**src/rtl/bist_pkg.sv**
```systemverilog
// Shared BIST definitions: response width, default MISR constants and the
// analyzer state encoding. Imported by the analyzer and the MISR core.
package bist_pkg;

    localparam int unsigned BIST_RESP_W = 9;

    // Galois taps for x^9 + x^4 + 1, low BIST_RESP_W bits only
    localparam logic [BIST_RESP_W-1:0] BIST_POLY = 9'h011;
    localparam logic [BIST_RESP_W-1:0] BIST_SEED = 9'h000;

    typedef enum logic [1:0] {
        S_IDLE  = 2'd0,
        S_RUN   = 2'd1,
        S_CHECK = 2'd2
    } bist_state_t;

endpackage

```
**src/rtl/misr_core.sv**
```systemverilog
// Galois-form multiple-input signature register.
// Ports: clk, reset (sync, active-high), load (sig<=SEED), en (absorb d), d, sig.
module misr_core
    import bist_pkg::*;
#(
    parameter int unsigned          WIDTH = BIST_RESP_W,
    parameter logic [WIDTH-1:0]     POLY  = BIST_POLY,
    parameter logic [WIDTH-1:0]     SEED  = BIST_SEED
) (
    input  logic             clk,
    input  logic             reset,
    input  logic             load,
    input  logic             en,
    input  logic [WIDTH-1:0] d,
    output logic [WIDTH-1:0] sig
);

    logic [WIDTH-1:0] fb;

    // Feedback is applied only when the bit shifted out is set
    assign fb = sig[WIDTH-1] ? POLY : '0;

    always_ff @(posedge clk) begin
        if (reset) begin
            sig <= SEED;
        end else if (load) begin
            sig <= SEED;
        end else if (en) begin
            sig <= {sig[WIDTH-2:0], 1'b0} ^ fb ^ d;
        end
    end

endmodule

```
**src/rtl/bist_misr_analyzer.sv**
```systemverilog
// Response-side ALU BIST analyzer: compresses responses into a MISR, counts
// per-sample mismatches against the expected ROM word and reports pass/fail.
// Ports: clk, reset, start, data_valid, data_in, exp_data, golden_sig in;
//        busy, done, pass, signature, err_count, sample_cnt out.
module bist_misr_analyzer
    import bist_pkg::*;
#(
    parameter int unsigned      WIDTH      = BIST_RESP_W,
    parameter logic [WIDTH-1:0] POLY       = BIST_POLY,
    parameter logic [WIDTH-1:0] SEED       = BIST_SEED,
    parameter int unsigned      N_PATTERNS = 256,
    parameter int unsigned      ERR_W      = 8
) (
    input  logic             clk,
    input  logic             reset,
    input  logic             start,
    input  logic             data_valid,
    input  logic [WIDTH-1:0] data_in,
    input  logic [WIDTH-1:0] exp_data,
    input  logic [WIDTH-1:0] golden_sig,
    output logic             busy,
    output logic             done,
    output logic             pass,
    output logic [WIDTH-1:0] signature,
    output logic [ERR_W-1:0] err_count,
    output logic [15:0]      sample_cnt
);

    localparam logic [15:0]      LAST    = 16'(N_PATTERNS - 1);
    localparam logic [ERR_W-1:0] ERR_MAX = '1;

    bist_state_t state;
    logic        misr_load;
    logic        misr_en;
    logic        mismatch;

    assign misr_load = (state == S_IDLE) && start;
    assign misr_en   = (state == S_RUN) && data_valid;
    assign mismatch  = (data_in != exp_data);
    assign busy      = (state != S_IDLE);

    misr_core #(
        .WIDTH (WIDTH),
        .POLY  (POLY),
        .SEED  (SEED)
    ) u_misr (
        .clk   (clk),
        .reset (reset),
        .load  (misr_load),
        .en    (misr_en),
        .d     (data_in),
        .sig   (signature)
    );

    always_ff @(posedge clk) begin
        if (reset) begin
            state      <= S_IDLE;
            done       <= 1'b0;
            pass       <= 1'b0;
            err_count  <= '0;
            sample_cnt <= '0;
        end else begin
            done <= 1'b0;
            unique case (state)
                S_IDLE: begin
                    if (start) begin
                        err_count  <= '0;
                        sample_cnt <= '0;
                        pass       <= 1'b0;
                        state      <= S_RUN;
                    end
                end
                S_RUN: begin
                    if (data_valid) begin
                        // Saturate rather than wrap so a huge fault count
                        // can never alias back to zero
                        if (mismatch && (err_count != ERR_MAX)) begin
                            err_count <= err_count + ERR_W'(1);
                        end
                        sample_cnt <= sample_cnt + 16'd1;
                        if (sample_cnt == LAST) begin
                            state <= S_CHECK;
                        end
                    end
                end
                S_CHECK: begin
                    pass  <= (signature == golden_sig) && (err_count == '0);
                    done  <= 1'b1;
                    state <= S_IDLE;
                end
                default: begin
                    state <= S_IDLE;
                end
            endcase
        end
    end

endmodule

```
**config.mk**
```make
export PLATFORM = sky130hd
export DESIGN_NAME = bist_misr_analyzer
export DESIGN_NICKNAME = d
export VERILOG_FILES = /design/src/rtl/bist_pkg.sv /design/src/rtl/misr_core.sv /design/src/rtl/bist_misr_analyzer.sv
export SDC_FILE = /design/constraint.sdc
export NUM_CORES = 1
export LEC_CHECK = 0
export ABC_CLOCK_PERIOD_IN_PS = 4050
export CELL_PAD_IN_SITES_DETAIL_PLACEMENT = 0
export CELL_PAD_IN_SITES_GLOBAL_PLACEMENT = 2
export CORE_ASPECT_RATIO = 1.75
export CORE_MARGIN = 1
export CORE_UTILIZATION = 28
export CTS_CLUSTER_SIZE = 12
export DETAILED_ROUTE_END_ITERATION = 10
export PLACE_DENSITY_LB_ADDON = 0.1
export SKIP_CTS_REPAIR_TIMING = 1
export SLEW_MARGIN = 40
export SYNTH_ARGS = -nofsm -noshare
export SYNTH_HDL_FRONTEND = slang
export SYNTH_SLANG_ARGS = --single-unit
```
**constraint.sdc**
```tcl
create_clock -name clk -period 4.05 [get_ports clk]
set_clock_uncertainty 0.15 [all_clocks]
set_input_delay 0.405 -clock clk [delete_from_list [all_inputs] [get_ports clk]]
set_output_delay 0.405 -clock clk [all_outputs]
set_load 0.01 [all_outputs]
```
==> flow_summary_export.csv <==
group,metric,value,unit
outcome,outcome,"complete, no violations",
critical_path,end_kind,"register",
drt,postRouteAntennaNets,0,
min_path,hold_depth,1,
finish,areaGrowthSynthToFinish,43.2,%
synth,synthFlopType,"dfxtp_1",
drt,viasPerCell,4.89,
clocking,path_clk_slew,0.06,ns
finish,layout.nets,326,
drt,first_pass_iters,4,
grt,grt_max_degree,26,
sta,slew_viol_final,0,
synth,syn_area_per_cell,8.87,sq um
synth,synth_cell_types,45,
critical_path,r2r_slack,1.56,ns
clocking,htree_levels,2,
min_path,hold_path_end,"pass",
clocking,clock-sinks,37,
sta,setup_viol_count_final,0,
drt,dr.first_iter.drc_count,112,
floorplanning,ios,67,
finish,fillCellCount,724,
drt,via_count,1844,
synth,netlist.top_cell.by_area,"dfxtp_1",
synth,yosysWarnings,0,
clocking,clockBufferDepth,2,
critical_path,crit_type,"in2reg",
min_path,hp-start,"pass",
sta,max_freq,388,MHz
floorplanning,initial_core_util,0.290,
place,gp_congestion,0.776,
sta,fin_crit,2.58,ns
place,dpl.hpwl,4670,um
synth,synthArstFlopShare,0,
sta,rsz0062_at_grt,"no",
power_and_ir_drop,max-vdd-ir-drop,0.163,mV
synth,synthCells,226,
critical_path,ff2ff_path_depth,6,
clocking,numCtsBuffers,5,
synth,synth_seq_cells,37,
floorplanning,row_count,40,
sta,timing.final.crit_share,0.636,
drt,drc,0,
synth,netlist_area,2010,sq um
critical_path,cp.arrival,2.59,ns
sta,hold_viol_final,0,
synth,synthTopCellsByArea,"dfxtp_1, xnor2_1, nor2_1",
floorplanning,die_y,114,um
sta,setup_tns,0,ns
critical_path,required,4.07,ns
synth,synth_top_area_share,0.369,
critical_path,cp_max_fo,20,
grt,grt_pass1_wl,9720,um
floorplanning,core,6910,sq um
place,io_buffers,66,
grt,grt_pass1_vias,1859,
grt,grt-ovfl-total,0,
synth,synth_fp_nets,260,
grt,antenna_found_initial,0,
finish,drive_gt1_frac,0.0751,
sta,holdWs,0.345,ns
power_and_ir_drop,p_leak,0.000957,uW
sta,relSlewSlack,0.605,
clocking,cts-root-buf,"clkbuf_16",
clocking,cts_tree,"yes",
drt,avgRoutedWirePerCell,15.8,um
sta,max_slew.worst_pin.slew,0.587,ns
synth,yosysSeqAreaShare,0.369,
finish,multi_input_area,1200,sq um
critical_path,rr_startpoint,"state[0]",
finish,seq_area,741,sq um
finish,diodes,0,
min_path,hp-class,"reg2reg",
clocking,clk_latency,0.28,ns
synth,synth-edff-count,0,
power_and_ir_drop,powerDensity,303,nW/um^2
floorplanning,die-area,7520,sq um
critical_path,reg2reg_to,"err_count[4]",
grt,track_usage,0.174,
floorplanning,fp.dieW,66.0,um
drt,drt-total-wl,5970,um
critical_path,cp-start-kind,"input port",
job,drv_cap,0,
==> metrics by stage <==
stage	cell area, sq um	setup WS (ns)	cells	total power (uW)	utilization
CTS	2870	1.47	377	886	0.416
detailed placement	2730	1.19	369	507	0.395
global placement	2730	1.24	369	507	0.395
floorplan	2010	2.13	226	449	-
finish	2870	1.47	377	870	0.416
global route	2870	1.31	377	911	0.416
==> registers in the layout, indices dropped and copies added, names as in the netlist <==
name / flops
sample_cnt: 16
u_misr.sig: 9
err_count: 8
state: 2
done: 1
pass: 1
==> critical path, stage by stage <==
cell	delay, ns
clkdlybuf4s50_1	0.48
and3b_1	0.35
buf_4	0.31
o22ai_2	0.14
a31oi_4	0.36
nor2_1	0.13
a221o_2	0.41
==> synthesized netlist by cell type, types with 3 or more instances <==
| cell | number |
|---|---|
| or2_2 | 4 |
| a21oi_1 | 4 |
| xor2_1 | 12 |
| nor3_1 | 12 |
| xnor2_1 | 27 |
| o21ai_0 | 8 |
| nand2_1 | 8 |
| inv_1 | 5 |
| mux2i_1 | 3 |
| clkbuf_1 | 4 |
| dfxtp_1 | 37 |
| or3_1 | 3 |
| nand3_1 | 7 |
| and3_1 | 6 |
| nand4_1 | 7 |
| nor2_1 | 34 |
| a211oi_1 | 9 |
| ha_1 | 3 |
==> how the worst max path moves through the flow <==
stage                   end  slack (ns)   startpoint
4_1_cts        err_count[4]        1.47   data_valid
6_report       err_count[4]        1.47   data_valid
3_5_place_dp   err_count[4]        1.19   data_valid
2_1_floorplan  err_count[5]        2.13  exp_data[8]
3_3_place_gp   err_count[4]        1.24   data_valid
5_1_grt        err_count[4]        1.31   data_valid
==> routing by layer <==
metal	share of wire	vias up	track usage	wire length, um
met4	0.032	0	0.0837	192
met1	0.37	861	0.179	2230
met5	0	-	0	0
met3	0.035	12	0.0320	211
met2	0.56	40	0.324	3340
li1	-	931	-	-
==> placed cells by master, fill, tap and decap left out, drive strengths merged, types with 4 or more instances in the layout <==
master         netlist  final
xor2                12     12
nor2                34     34
xnor2               27     27
nand3                7      7
clkdlybuf4s50        0     66
a21oi                4      4
nor3                12     12
o21ai                8      8
clkbuf               4      7
or2                  4      4
nand2                8      8
dfxtp               37     37
inv                  5      5
and3                 7      7
nand4                7      7
a211oi               9      9
==> logic make-up after synthesis <==
| group | count (synthesis) | share of synthesized area |
|---|---|---|
| flip-flops | 37 | 0.369 |
| multiplexers | 3 | 0.0150 |
| AO/OA/AOI/OAI | 37 | 0.150 |
| adder cells (fa/ha/maj) | 3 | 0.0187 |
| buffers and inverters | 13 | 0.0331 |
| AND/OR/NAND/NOR | 94 | 0.244 |
| XOR/XNOR | 39 | 0.170 |
==> power by group <==
part	internal (uW)	switching (uW)	leakage, uW
registers	370	9.34	0.000299
clock network	228	144	0.0000641
logic	64.4	53.8	0.000594
==> cell type report <==
cell class	instances	area share
Tap cell	84	0.0366
Inverter	5	0.00654
Clock buffer	7	0.0462
Clock inverter	1	0.00261
Multi-Input combinational cell	176	0.417
Sequential cell	37	0.258
Timing Repair Buffer	67	0.233
No activity file was read; power rests on OpenSTA's default activity.
